### src/rtl/instr_fetch_queue.sv
// -----------------------------------------------------------------------------
// instr_fetch_queue
//   Consumer end of the program-counter interface. Issues one read per PC value
//   to a synchronous instruction memory (1-cycle read latency), tags each returned
//   word with the PC that fetched it, and buffers {word, tag} in a small FIFO that
//   feeds the FP decode/execute stage. The PC is back-pressured through pc_hold,
//   so a fetched word is never dropped.
//
// Ports
//   clk          in   1        clock, rising edge
//   rst_n        in   1        asynchronous reset, active low
//   pc_in        in   ADDR_W   current PC from the program counter
//   pc_stop      in   1        PC has passed its last address; no further fetches
//   pc_hold      out  1        1 = PC must not advance this cycle
//   imem_addr    out  ADDR_W   instruction memory read address (= pc_in)
//   imem_rd_en   out  1        read strobe; imem_rdata valid the following cycle
//   imem_rdata   in   INSTR_W  read data, 1 cycle after imem_rd_en
//   instr_out    out  INSTR_W  head-of-FIFO instruction
//   instr_pc     out  ADDR_W   PC tag of instr_out
//   instr_valid  out  1        FIFO non-empty
//   instr_ready  in   1        downstream accepts the head when valid
//   done         out  1        program fully fetched and drained (sticky)
//
// Handshake: a word moves downstream on any rising edge where instr_valid and
//   instr_ready are both 1. While instr_valid=1 and instr_ready=0, instr_out and
//   instr_pc hold stable and instr_valid stays 1. On the PC side, issue and PC
//   advance are the same event (pc_hold = ~imem_rd_en), so every address is read
//   exactly once.
// -----------------------------------------------------------------------------
module instr_fetch_queue #(
   parameter int ADDR_W  = 8,
   parameter int INSTR_W = 32,
   parameter int DEPTH   = 4
) (
   input  logic               clk,
   input  logic               rst_n,
   input  logic [ADDR_W-1:0]  pc_in,
   input  logic               pc_stop,
   output logic               pc_hold,
   output logic [ADDR_W-1:0]  imem_addr,
   output logic               imem_rd_en,
   input  logic [INSTR_W-1:0] imem_rdata,
   output logic [INSTR_W-1:0] instr_out,
   output logic [ADDR_W-1:0]  instr_pc,
   output logic               instr_valid,
   input  logic               instr_ready,
   output logic               done
);

   localparam int PTR_W = $clog2(DEPTH);
   localparam int CNT_W = PTR_W + 1;
   localparam logic [CNT_W:0] DEPTH_OCC = (CNT_W+1)'(DEPTH);

   // FIFO storage (no reset needed: entries are only read while count != 0)
   logic [INSTR_W-1:0] fifo_instr [DEPTH];
   logic [ADDR_W-1:0]  fifo_pc    [DEPTH];

   logic [PTR_W-1:0]   wr_ptr;
   logic [PTR_W-1:0]   rd_ptr;
   logic [CNT_W-1:0]   count;
   logic               inflight;
   logic [ADDR_W-1:0]  tag;
   logic               done_q;

   // Last word handed downstream; shown on the outputs while the FIFO is empty
   logic [INSTR_W-1:0] last_instr;
   logic [ADDR_W-1:0]  last_pc;

   logic [CNT_W:0]     occupancy;
   logic               credit;
   logic               issue;
   logic               push;
   logic               pop;
   logic               fifo_nonempty;

   // A read in flight already owns a FIFO slot, so counting it here guarantees
   // the returning word always has room, even when a pop and a push coincide.
   always_comb begin
      occupancy     = {1'b0, count} + {{CNT_W{1'b0}}, inflight};
      credit        = occupancy < DEPTH_OCC;
      // rst_n gates issue so the memory sees no strobe while reset is held
      issue         = rst_n & credit & ~pc_stop & ~done_q;
      push          = inflight;
      fifo_nonempty = (count != '0);
      pop           = fifo_nonempty & instr_ready;
   end

   assign imem_rd_en = issue;
   assign imem_addr  = pc_in;
   assign pc_hold    = ~issue;

   // In-flight tracking: one read outstanding at most per cycle
   always_ff @(posedge clk or negedge rst_n) begin
      if (!rst_n) begin
         inflight <= 1'b0;
         tag      <= '0;
      end else begin
         inflight <= issue;
         if (issue) begin
            tag <= pc_in;
         end
      end
   end

   always_ff @(posedge clk) begin
      if (push) begin
         fifo_instr[wr_ptr] <= imem_rdata;
         fifo_pc[wr_ptr]    <= tag;
      end
   end

   always_ff @(posedge clk or negedge rst_n) begin
      if (!rst_n) begin
         wr_ptr <= '0;
         rd_ptr <= '0;
         count  <= '0;
      end else begin
         if (push) begin
            wr_ptr <= wr_ptr + PTR_W'(1);
         end
         if (pop) begin
            rd_ptr <= rd_ptr + PTR_W'(1);
         end
         case ({push, pop})
            2'b10:   count <= count + CNT_W'(1);
            2'b01:   count <= count - CNT_W'(1);
            default: count <= count;
         endcase
      end
   end

   always_ff @(posedge clk or negedge rst_n) begin
      if (!rst_n) begin
         last_instr <= '0;
         last_pc    <= '0;
      end else if (pop) begin
         last_instr <= fifo_instr[rd_ptr];
         last_pc    <= fifo_pc[rd_ptr];
      end
   end

   // Program is complete once the PC has stopped and nothing is buffered or
   // outstanding; pc_stop already blocks issue, so no new work can appear.
   always_ff @(posedge clk or negedge rst_n) begin
      if (!rst_n) begin
         done_q <= 1'b0;
      end else if (pc_stop && !inflight && (count == '0) && !push) begin
         done_q <= 1'b1;
      end
   end

   assign done        = done_q;
   assign instr_valid = fifo_nonempty;
   assign instr_out   = fifo_nonempty ? fifo_instr[rd_ptr] : last_instr;
   assign instr_pc    = fifo_nonempty ? fifo_pc[rd_ptr]    : last_pc;

endmodule

### config.mk
export PLATFORM = sky130hd
export DESIGN_NAME = instr_fetch_queue
export DESIGN_NICKNAME = d
export VERILOG_FILES = /design/src/rtl/instr_fetch_queue.sv
export SDC_FILE = /design/constraint.sdc
export NUM_CORES = 1
export LEC_CHECK = 0
export CORE_UTILIZATION = 47
export DETAILED_ROUTE_END_ITERATION = 8
export PLACE_DENSITY = 0.75
export SYNTH_ARGS = -nofsm -noshare
export SYNTH_HDL_FRONTEND = slang
export SYNTH_SLANG_ARGS = --single-unit
export TNS_END_PERCENT = 50
### constraint.sdc
create_clock -name clk -period 5.2 [get_ports clk]
set_input_delay 1.04 -clock clk [delete_from_list [all_inputs] [get_ports clk]]
set_output_delay 1.04 -clock clk [all_outputs]
set_load 0.02 [all_outputs]
# == After elaboration in Yosys (flattened, before gate mapping) ==
# Memories as Yosys holds them, arrays and structs flattened.
# Index checks and enable logic that the tools add are counted.
# Widths: inputs -> output; s select.
# op_classes
add_sub_neg,5
order_cmp,1
eq_ne,2
n_mux,5
n_bitwise,7
reduce_logical,7
# op_table
cell,n
$mux 32,1
$mux 8,1
$pmux 3 s2,1
$add 2x1->2 const B,2
$add 3x1->4,1
$and 1x1->1,4
$lt 4x3->1 const B,1
$add 3x1->3 const B,1
$logic_and 1x1->1,3
$logic_not 3->1,1
$not 1->1,3
$reduce_bool 3->1,1
$sub 3x1->3 const B,1
$eq 2x1->1 const B,1
$eq 2x2->1 const B,1
$mux 1,2
$reduce_bool 2->1,1
$logic_not 1->1,1
# word_totals
regBits,57
mem_bits_rw,160
input_bits,44
out_inout_bits,52
word_cells,37
memories,2
# memory_table
name,words,word_bits,read_ports,rd_ports_with_merged_regs,write_ports,line_no,source
fifo_instr,4,32,1,0,1,55,logic [INSTR_W-1:0] fifo_instr [DEPTH];
fifo_pc,4,8,1,0,1,56,logic [ADDR_W-1:0] fifo_pc [DEPTH];

# == Longest topological paths before layout ==
# depth
ltp_word,6
ltp_mapped,9
depth_no_buf,7

# == Least setup slack after synthesis ==
# Ideal clock, no wire load.
# synth_timing
kind,input -> output
from,input pc_stop
to,output imem_rd_en
t_arrival_ns,1.800
required_time_ns,4.160
setup_slack_ns,2.360
stages,3
path_buffers,0
cell_sequence,nor4b_2 o31ai_4 inv_1
# synth_between
elab_chain_len,3
# synth_lines
element,line_no,source
start: declaration,38,"input logic pc_stop,"
$not 1->1,82,issue = rst_n & credit & ~pc_stop & ~done_q;
$and 1x1->1 (2 in series),82,
end: declaration,41,"output logic imem_rd_en,"
# No other way between the ends.

# == Final worst setup path ==
# layout_timing
from,register rd_ptr[0]
to,output instr_out[31]
# layout_between
elab_chain_len,2
# layout_lines
element,line_no,source
start: declaration,59,logic [PTR_W-1:0] rd_ptr;
start signal: assignment,122,rd_ptr <= rd_ptr + PTR_W'(1);
$mem_v2 4x32,n/a,
$mux 32,154,assign instr_out = fifo_nonempty ? fifo_instr[rd_ptr] : last_instr;
end: declaration,43,"output logic [INSTR_W-1:0] instr_out,"
# No other way between the ends.

==> run metrics <==
DRC errors left=15; first-pass GRT wire length=26300 µm; clk sink count=217; Placement Cell Area=0.00981 mm²; worst r2r dst=count[2]; Die Height=138 µm; WL/cell=19.8 µm; Post-Syn Instances=490; Clock transition at path regs=0.06 ns; Rel. slew slack=24.4%; die width=138 µm; Setup Crit Path Kind=reg -> out; Rows=49; Setup crit start kind=register; area of the multi-input gates=0.00229 mm²; largest cells by area after synthesis=edfxtp_1 (55%), dfrtp_1 (16%), mux4_2 (9.8%); postcts setup bufs=0; design area=0.0106 mm²; post_cts resized=0; CP Data Arrival Time=2.91 ns; final hold violation count=0; total I/O pin count=96; GRT overflow=0; clock root cell=clkbuf_16; area leader, netlist=edfxtp_1; clock skew=0.00692 ns; Initial Util=48.4%; Max Buffers Root-to-Sink=3; clk_lat worst skew=0.50 ns; status=finished, violations left; initial DRC count=185; Post-synth EDFFs=160; Total Wirelength=16400 µm; Worst Tran Pin Value=1.13 ns; max_cap viols=0; FF+latch count, synth=217; via count=4368; mapped cell area=0.00875 mm²; Global Route met2 Usage=32.2%; Buffers on Ports=95; final worst path period share=75.9%; Max FO, Critical Path=42; register area=0.00624 mm²; fmax=0.253 GHz; Netlist cell types=26; ANT cells=0; Setup violations, final=0; Register-to-Register Setup Slack=2.77 ns; fin. max-slew vios=0; Reg2Reg Depth=7; most common cell in the netlist=edfxtp_1; Lkg Pwr=3.95 nW; GPL Wtd Cong=0.724; via-per-instance ratio=5.28; warnings from Yosys=0; final design utilization=58.5%; Net count, final=632; Setup Total Neg Slack=0 ns; synth cell count leaders=edfxtp_1 (160), nand2_1 (122), dfrtp_1 (57), mux4_2 (38), mux2_4 (35); Seq/Total Area, Yosys=71.2%; initial antenna violation count=0; hold depth=1; CP endpoint kind=output port; met3 GRT Util=3.53%; hold buffer count at CTS=0; PD cells=592 mW/mm²; CTS buffer count=23; vias in the first global route=4818; met1 Usage GRT=22.5%; fillers=1297; Layout area overhead=20.9%; busiest layer in global routing=met2; Final ANT Viol Nets=0; violated checks=DRC; min-delay src=last_instr[21]; gr usage total=18.0%; DP HPWL=8860 µm; CTS tree=yes; hold endpoint=last_instr[21]; H-tree levels=1; post-synthesis net count=540; drt pass-1 iters=6; asr flop ratio synth=26.3%; RSZ-0062 raised after global routing=no; Die ar.=0.0192 mm²; largest net degree at the start of global routing=58; critical path required time=4.16 ns; maximum vdd drop=392 µV; minimum clock period=3.95 ns; Hold Path Class=reg -> reg; Main synth FF type=edfxtp_1; worst r2r src=count[0]; layout cell share with drive strength beyond 1=23.1%; post-synth top area share=54.9%; core region area=0.0181 mm²; syn avg cell area=17.9 µm²
==> state kept, by name, indices dropped and copies added, names as in the netlist <==
register    flops
inflight        1
rd_ptr          2
last_instr     32
wr_ptr          2
last_pc         8
fifo_instr    128
done            1
count           3
fifo_pc        32
tag             8
==> worst max-delay path, stage by stage, from the launching register on <==
cell,delay [ns]
dfrtp_4,1.01
mux4_1,0.67
nand2_1,0.09
nand2_1,0.09
clkdlybuf4s50_1,0.54
==> power breakdown <==
group	total (mW)	internal (mW)	leakage, nW	switching, mW
Clock	1.65	1.00	0.370	0.643
Sequential	2.49	2.16	2.11	0.335
Combinational	2.13	1.17	1.47	0.962
==> metrics by stage <==
step	std cells	total power, mW	worst slack (ns)	hold slack [ns]
4_1_cts	827	6.33	1.18	0.511
5_1_grt	827	6.57	1.06	0.520
6_report	827	6.27	1.25	0.509
3_5_place_dp	786	4.67	1.35	0.493
3_3_place_gp	786	4.61	1.37	0.482
2_1_floorplan	490	3.89	2.36	0.471
==> layer usage <==
layer | part of all wire [%] | wire (µm)
met4 | 1.9 | 316
met1 | 41 | 6670
met2 | 53 | 8610
met3 | 4.8 | 788
met5 | 0 | 0
==> area by class of cell <==
cell class	instances	area share [%]
Sequential cell	217	58.9
Timing Repair Buffer	98	9.17
Clock buffer	29	5.94
Multi-Input combinational cell	234	21.6
Inverter	8	0.284
Clock inverter	12	1.36
Tap cell	229	2.71
==> kinds of logic after synthesis <==
kind of cell,count (synthesis),synth area share [%]
compound gates,4,0.500
simple gates,129,5.79
xor+xnor,6,0.601
buf+inv,39,2.77
mux,89,18.2
flops,217,71.2
fa+ha+maj,6,0.944
==> placed cells by master, fill, tap and decap left out, types with 2 or more instances in the layout <==
cell / instances
nand2_1: 122
ha_1: 5
mux2_4: 35
mux2_2: 13
edfxtp_1: 160
clkdlybuf4s50_1: 94
clkinv_1: 2
clkinv_2: 3
buf_4: 4
and2_2: 4
xnor2_1: 2
bufinv_16: 3
mux4_2: 38
clkinvlp_4: 3
clkbuf_1: 3
mux4_1: 2
dfrtp_1: 55
inv_1: 7
clkbuf_16: 23
clkbuf_8: 3
xor2_1: 4
==> worst max-delay path by stage <==
stage	endpoint	cells after the start	slack, ns	start
5_1_grt	instr_pc[7]	4	1.06	rd_ptr[0]
3_5_place_dp	imem_rd_en	5	1.35	pc_stop
3_3_place_gp	imem_rd_en	5	1.37	pc_stop
2_1_floorplan	imem_rd_en	3	2.36	pc_stop
4_1_cts	instr_pc[7]	4	1.18	rd_ptr[0]
6_report	instr_out[31]	4	1.25	rd_ptr[0]
Power figures use the tool's default switching activity.
